$ cat src/rtl/serial_tx_pkg.sv
// Shared types and constants for the serial bit transmitter.
// SERIAL_TX_PARITY_EN adds the PARITY state and the even-parity helper.
package serial_tx_pkg;

    localparam logic LINE_IDLE = 1'b1;

    typedef enum logic [2:0] {
        ST_IDLE   = 3'd0,
        ST_START  = 3'd1,
        ST_DATA   = 3'd2,
`ifdef SERIAL_TX_PARITY_EN
        ST_PARITY = 3'd3,
`endif
        ST_STOP   = 3'd4
    } tx_state_t;

`ifdef SERIAL_TX_PARITY_EN
    // Even parity over a zero-extended payload word.
    function automatic logic even_parity(input logic [15:0] word);
        return ^word;
    endfunction
`endif

endpackage

$ cat src/rtl/bit_timer.sv
// Per-bit down-counter: load reloads BIT_CYCLES-1, tc flags the last cycle of a bit period.
module bit_timer #(
    parameter int BIT_CYCLES = 1
) (
    input  logic clk,
    input  logic res,
    input  logic load,
    output logic tc
);

    localparam logic [7:0] RELOAD = 8'(BIT_CYCLES - 1);

    logic [7:0] count_r;

    // Count down to zero and hold there until reloaded.
    always_ff @(posedge clk) begin
        if (!res) begin
            count_r <= 8'd0;
        end else if (load) begin
            count_r <= RELOAD;
        end else if (count_r != 8'd0) begin
            count_r <= count_r - 8'd1;
        end else begin
            count_r <= count_r;
        end
    end

    assign tc = (count_r == 8'd0);

endmodule

$ cat src/rtl/serial_bit_tx.sv
// Serial transmitter: start bit, DATA_W data bits LSB first, optional even parity, stop bit.
// Parity stage is built only when SERIAL_TX_PARITY_EN is defined.
module serial_bit_tx
    import serial_tx_pkg::*;
#(
    parameter int DATA_W     = 8,
    parameter int BIT_CYCLES = 1
) (
    input  logic              clk,
    input  logic              res,
    input  logic [DATA_W-1:0] tx_data,
    input  logic              tx_valid,
    output logic              tx_ready,
    output logic              x_out,
    output logic              busy,
    output logic              done
);

    localparam logic [4:0] LAST_BIT = 5'(DATA_W - 1);

    tx_state_t         state_r, state_s;
    logic [DATA_W-1:0] shreg_r, shreg_s;
    logic [4:0]        bit_idx_r, bit_idx_s;
    logic              load_s, tc_s, line_s;
    logic              x_out_r, tx_ready_r, busy_r, done_r;
`ifdef SERIAL_TX_PARITY_EN
    logic              parity_r, parity_s;
`endif

    bit_timer #(.BIT_CYCLES(BIT_CYCLES)) u_bit_timer (
        .clk  (clk),
        .res  (res),
        .load (load_s),
        .tc   (tc_s)
    );

    // Next-state and datapath update; the timer reloads on every state or bit change.
    always_comb begin
        state_s   = state_r;
        shreg_s   = shreg_r;
        bit_idx_s = bit_idx_r;
        load_s    = 1'b0;
`ifdef SERIAL_TX_PARITY_EN
        parity_s  = parity_r;
`endif
        case (state_r)
            ST_IDLE: begin
                if (tx_valid) begin
                    state_s   = ST_START;
                    shreg_s   = tx_data;
                    bit_idx_s = 5'd0;
                    load_s    = 1'b1;
`ifdef SERIAL_TX_PARITY_EN
                    parity_s  = even_parity(16'(tx_data));
`endif
                end else begin
                    state_s = ST_IDLE;
                end
            end
            ST_START: begin
                if (tc_s) begin
                    state_s = ST_DATA;
                    load_s  = 1'b1;
                end else begin
                    state_s = ST_START;
                end
            end
            ST_DATA: begin
                if (tc_s) begin
                    load_s = 1'b1;
                    if (bit_idx_r == LAST_BIT) begin
`ifdef SERIAL_TX_PARITY_EN
                        state_s = ST_PARITY;
`else
                        state_s = ST_STOP;
`endif
                    end else begin
                        shreg_s   = shreg_r >> 1;
                        bit_idx_s = bit_idx_r + 5'd1;
                    end
                end else begin
                    state_s = ST_DATA;
                end
            end
`ifdef SERIAL_TX_PARITY_EN
            ST_PARITY: begin
                if (tc_s) begin
                    state_s = ST_STOP;
                    load_s  = 1'b1;
                end else begin
                    state_s = ST_PARITY;
                end
            end
`endif
            ST_STOP: begin
                if (tc_s) begin
                    state_s = ST_IDLE;
                end else begin
                    state_s = ST_STOP;
                end
            end
            default: begin
                state_s = ST_IDLE;
            end
        endcase
    end

    // Line level for the upcoming state, so x_out is registered yet still Moore-decoded.
    always_comb begin
        line_s = LINE_IDLE;
        case (state_s)
            ST_START:  line_s = 1'b0;
            ST_DATA:   line_s = shreg_s[0];
`ifdef SERIAL_TX_PARITY_EN
            ST_PARITY: line_s = parity_s;
`endif
            default:   line_s = LINE_IDLE;
        endcase
    end

    // State, datapath and output registers.
    always_ff @(posedge clk) begin
        if (!res) begin
            state_r    <= ST_IDLE;
            shreg_r    <= '0;
            bit_idx_r  <= 5'd0;
            x_out_r    <= LINE_IDLE;
            tx_ready_r <= 1'b1;
            busy_r     <= 1'b0;
            done_r     <= 1'b0;
`ifdef SERIAL_TX_PARITY_EN
            parity_r   <= 1'b0;
`endif
        end else begin
            state_r    <= state_s;
            shreg_r    <= shreg_s;
            bit_idx_r  <= bit_idx_s;
            x_out_r    <= line_s;
            tx_ready_r <= (state_s == ST_IDLE);
            busy_r     <= (state_s != ST_IDLE);
            done_r     <= (state_r == ST_STOP) && (state_s == ST_IDLE);
`ifdef SERIAL_TX_PARITY_EN
            parity_r   <= parity_s;
`endif
        end
    end

    assign x_out    = x_out_r;
    assign tx_ready = tx_ready_r;
    assign busy     = busy_r;
    assign done     = done_r;

endmodule
$ cat config.mk
export PLATFORM = sky130hd
export DESIGN_NAME = serial_bit_tx
export DESIGN_NICKNAME = d
export VERILOG_FILES = /design/src/rtl/serial_tx_pkg.sv /design/src/rtl/bit_timer.sv /design/src/rtl/serial_bit_tx.sv
export SDC_FILE = /design/constraint.sdc
export NUM_CORES = 1
export LEC_CHECK = 0
export ABC_AREA = 1
export BUFFER_PORTS_ARGS = -buffer_cell sky130_fd_sc_hd__buf_2
export CAP_MARGIN = 20
export CORE_MARGIN = 2
export CORE_UTILIZATION = 57
export DETAILED_ROUTE_END_ITERATION = 8
export GPL_ROUTABILITY_DRIVEN = 0
export PLACE_DENSITY = 0.74
export SLEW_MARGIN = 20
export SYNTH_ARGS = -nofsm -noshare
export SYNTH_HDL_FRONTEND = slang
export SYNTH_HIERARCHICAL = 1
export SYNTH_SLANG_ARGS = --single-unit
export TNS_END_PERCENT = 5
$ cat constraint.sdc
create_clock -name clk -period 2 [get_ports clk]
set_input_delay 0.1 -clock clk [delete_from_list [all_inputs] [get_ports clk]]
set_output_delay 0.1 -clock clk [all_outputs]
set_load 0.03 [all_outputs]
### Word-level counts from Yosys, hierarchy flattened

Index checks and enable logic that the tools add are counted.

| storage, ports and cells | value |
|---|---|
| word-level logic and storage cells | 49 |
| bits in registers | 28 |
| memories | 0 |
| ROM bits | 0 |
| output and inout bits | 4 |
| latch bits | 0 |
| bits in writable memories | 0 |

| operators by class | value |
|---|---|
| multiplexer cells | 18 |
| shift operators | 0 |
| multiply operators | 0 |
| $lt $le $gt $ge | 0 |
| div/mod/pow operators | 0 |
| reductions and logical operators | 10 |
| add/sub/neg operators | 2 |
| bitwise logic cells | 1 |
| equality and inequality tests | 9 |

Operators by type and width:

| kind | count |
|---|---|
| two-way mux 8 bit | 3 |
| case mux 8 bit (2 select lines) | 1 |
| two-way mux 5 bit | 3 |
| case mux 3 bit (4 select lines) | 1 |
| case mux 5 bit (2 select lines) | 1 |
| two-way mux 3 bit | 3 |
| logical NOT 8 bit | 1 |
| nonzero test 8 bit | 1 |
| subtractor 8 x 1 -> 8 bit (second input constant) | 1 |
| equality test 3 x 1 -> 1 bit (second input constant) | 2 |
| equality test 3 x 2 -> 1 bit (second input constant) | 2 |
| logical NOT 3 bit | 2 |
| inequality test 2 bit (second input constant) | 3 |
| adder 5 x 1 -> 5 bit (second input constant) | 1 |
| equality test 5 x 3 -> 1 bit (second input constant) | 1 |
| case mux 1 bit (2 select lines) | 2 |
| AND reduction 4 bit | 1 |
| OR reduction 2 bit | 2 |
| equality test 3 bit (second input constant) | 1 |
| two-way mux 1 bit | 3 |
| nonzero test 3 bit | 1 |
| two-way mux 2 bit | 1 |
| nonzero test 2 bit | 1 |
| logical AND 1 bit | 1 |
| inverter 1 bit | 1 |

### Longest topological paths before layout

| depth | value |
|---|---|
| depth in word-level cells | 6 |
| gate-level depth with buffers | 11 |

### Modules after synthesis

Netlist, hierarchy kept.

By module, submodules not included:

| module | times used | area each (um2) | seq. area each (um2) | cells an instance |
|---|---|---|---|---|
| serial_bit_tx | 1 | 1,023.5 | 400.4 | 152 |
| bit_timer | 1 | 450.4 | 160.2 | 62 |

### Worst setup path after synthesis

No wires, ideal clock.

| timing path | value |
|---|---|
| kind | reg2reg |
| start | register u_bit_timer.count_r[0] |
| end | register u_bit_timer.count_r[4] |
| cell stages (with the launch flop) | 11 |
| arrival | 1.485 ns |
| setup slack | 0.396 ns |
| clock period less this slack | 1.604 ns |
| required time | 1.881 ns |
| path through | dfxtp_1 inv_1 ha_1 nand3_4 nor2_4 buf_2 o21ai_0 nand2_1 nor2_1 o21ai_4 nor2_1 |

| on the way | value |
|---|---|
| word-level cells in the longest chain between the ends | 4 |

Ends and longest elaborated chain:

| element | line | text |
|---|---|---|
| start, declared | bit_timer.sv:13 | `logic [7:0] count_r;` |
| start signal, assigned | bit_timer.sv:22 | `count_r <= count_r - 8'd1;` |
| start signal, assigned | bit_timer.sv:24 | `count_r <= count_r;` |
| logical NOT 8 bit | bit_timer.sv:28 | `assign tc = (count_r == 8'd0);` |
| via tc_s | serial_bit_tx.sv:24 | `logic load_s, tc_s, line_s;` |
| two-way mux 1 bit | serial_bit_tx.sv:61, serial_bit_tx.sv:69 |  |
| case mux 1 bit (2 select lines) | serial_bit_tx.sv:46 | `case (state_r)` |
| via load_s | serial_bit_tx.sv:24 |  |
| OR reduction 2 bit (no line) | - |  |

The timed path passes the listed nets, and every way through them passes these cells.
A chain may end at the register's enable or synchronous reset.

### Worst setup path after layout

| timing path | value |
|---|---|
| start | register u_bit_timer.count_r[0] |
| end | register shreg_r[3] |

| on the way | value |
|---|---|
| word-level cells in the longest chain between the ends | 3 |

Ends and longest elaborated chain:

| element | line | text |
|---|---|---|
| logical NOT 8 bit | bit_timer.sv:28 |  |
| via tc_s | serial_bit_tx.sv:24 |  |
| inequality test 2 bit (no line) | - |  |
| AND reduction 4 bit (no line) | - |  |
| end signal, assigned | serial_bit_tx.sv:136 | `shreg_r <= shreg_s;` |
| end, declared | serial_bit_tx.sv:22 | `logic [DATA_W-1:0] shreg_r, shreg_s;` |

The timed path passes the listed nets, and every way through them passes these cells.

==> qor.txt <==
Post-Syn Nets = 227
cell with the most instances after synthesis = nor2_1
layout cell share with drive strength beyond 1 = 0.166
Clock H-tree levels = 1
Initial Util = 0.600
Mapped Area = 1470 um2
Max-cap violations = 0
kind of critical path = reg2reg
Setup violations, final = 0
core area = 2450 um2
Cell Rows = 18
largest fanout on the critical path = 13
Peak supply drop = 0.000409 V
Ports = 15
CTS tree = built
Final Cell Area = 1600 um2
vias in the first global route = 1190
Die Area = 3010 um2
number of DRC markers in iteration 0 = 36
fin crit period = 1.74 ns
Post-DP HPWL = 2.23 mm
TritonCTS buffer count = 3
Synth Register Bits = 28
Area after DPL = 1560 um2
Syn Inst Count = 214
root buf cell = clkbuf_4
GR Overflow Total = 0
top cells by instance count after synthesis = nor2_1 (45), nand2_1 (37), dfxtp_1 (28), inv_1 (26), nand3_1 (21)
post-layout util = 0.652
Tot GR Track Use = 0.226
status = completed
first-pass GRT wire length = 4.84 mm
number of flops mapped to enable cells by yosys = 0
clk_skew = 0.0165 ns
Peak Freq = 574 MHz
clock latency on the worst-skew pair = 0.34 ns
Power Density = 650 nW/um2
vias per std cell = 5.11
post-cts resize count = 0
Area contributors post-synth = dfxtp_1 (38%), nor2_1 (11%), nand2_1 (9.4%)
Finished Layout Cells = 259
# DRC = 0
Least-Margin Pin Slew = 0.392 ns
Main synth FF type = dfxtp_1
WL per Instance = 11.2 um
largest net degree at the start of global routing = 20
Leak = 0.781 nW
Max clock buf depth = 2
Critical Path AT = 2.00 ns
Clock transition at path regs = 0.16 ns
TNS Setup = 0 ns
Post-Place Cells = 255
Synth Area per Inst = 6.89 um2
Die Span Y = 54.9 um
Tot Pwr = 1.04 mW
initial antenna violation count = 0
final wirelength = 2.90 mm
Die W = 54.9 um
Worst Setup End Kind = flip-flop
dominant cell type by area after synthesis = dfxtp_1
Startpoint Class = flip-flop
hold crit path type = in2reg
Setup Fix Bufs, Post-CTS = 0
Critical Path RT = 2.26 ns
max_slew headroom = 0.738
Ys Warns = 6
asr flop ratio synth = 0
Via Count = 1323
register area share after synthesis = 0.380
Hold Buf Count CTS = 0
Area growth syn-to-layout = 8.57%
RSZ-0062 raised after global routing = false
final period utilization = 0.870
Slew Viols, Final = 0
post-synth cell types = 26
drt pass-1 iters = 4
Routed Antenna Nets = 0
IO Port Bufs = 14
number of diodes = 0
clock sinks = 28
Post-layout nets = 243
Synth top area share = 0.380
final hold violations = 0
[metrics by stage]
step | hold WS, ns | setup WS, ns
after floorplan | 0.226 | 0.396
after detailed placement | 0.405 | 0.260
final | 0.0281 | 0.259
after global placement | 0.398 | 0.343
after global routing | 0.0437 | 0.0369
after CTS | 0.0276 | 0.253
[cells in the final DEF, fill, tap and decap left out]
master    count
buf_2        14
inv_1        26
o21ai_0       8
nand4_1       3
xor2_1        2
nor3_1        1
a21oi_1       9
inv_2         3
ha_1          2
o21ai_1       4
nand2_1      37
nand3_4       2
clkbuf_4      3
clkbuf_8      1
dfxtp_1      28
nand2_4       1
buf_4         1
nor2_4        3
nand3_2       1
nand2_2       2
xnor2_1       1
a22oi_1       1
nand3_1      21
nand3b_1      3
nor2_2        6
nor2_1       45
o21ai_4       1
[report_power, final]
| part | internal (mW) | switching [mW] | total, mW |
|---|---|---|---|
| clock network | 0.112 | 0.170 | 0.282 |
| logic | 0.0546 | 0.101 | 0.156 |
| registers | 0.586 | 0.0168 | 0.603 |
| total | 0.752 | 0.288 | 1.04 |
[final timing paths]
| path | start | endpoint | slack [ns] | depth (start not counted) |
|---|---|---|---|---|
| max | u_bit_timer/count_r[0] | shreg_r[3] | 0.26 | 9 |
| min | tx_data[7] | shreg_r[7] | 0.03 | 3 |
| max reg2reg | u_bit_timer/count_r[0] | shreg_r[3] | 0.26 | 9 |
| min reg2reg | shreg_r[6] | shreg_r[6] | 0.50 | 2 |
[cell families after synthesis]
kind of cell               share of synthesized area
adders and majority gates                     0.0170
DFF                                            0.380
and+or+nand+nor                                0.407
xor gates and xnor gates                      0.0178
AOI/OAI and AO/OA                             0.0874
buffers and inverters                         0.0908
[state kept, by name, indices dropped and copies added, names as in the netlist]
| name | cells |
|---|---|
| bit_idx_r | 5 |
| busy | 1 |
| done | 1 |
| shreg_r | 8 |
| state_r | 3 |
| tx_ready | 1 |
| u_bit_timer/count_r | 8 |
| x_out | 1 |
[layout make-up]
cell class                 instances  area (um2)
sequential                        28         561
fill                             235         855
tap                               30        37.5
timing repair buffer              15        77.6
inverter                          29         109
multi-input combinational        153         779
clock buffer                       4        36.3
[worst max-delay path, stage by stage (launching register included)]
cell	delay [ns]
dfxtp_1	0.33
inv_1	0.12
ha_1	0.29
nand3_4	0.13
nor2_4	0.22
nand3_4	0.19
nand2_2	0.17
inv_2	0.07
nor2_1	0.12
nor2_1	0.04
[layer usage]
layer	wire [um]	up-vias	GRT usage
met2	1360	24	0.365
met5	0	-	0
met1	1400	592	0.288
li1	-	703	-
met3	101	4	0.0328
met4	34	0	0.121
(Power assumes the default switching activity.)
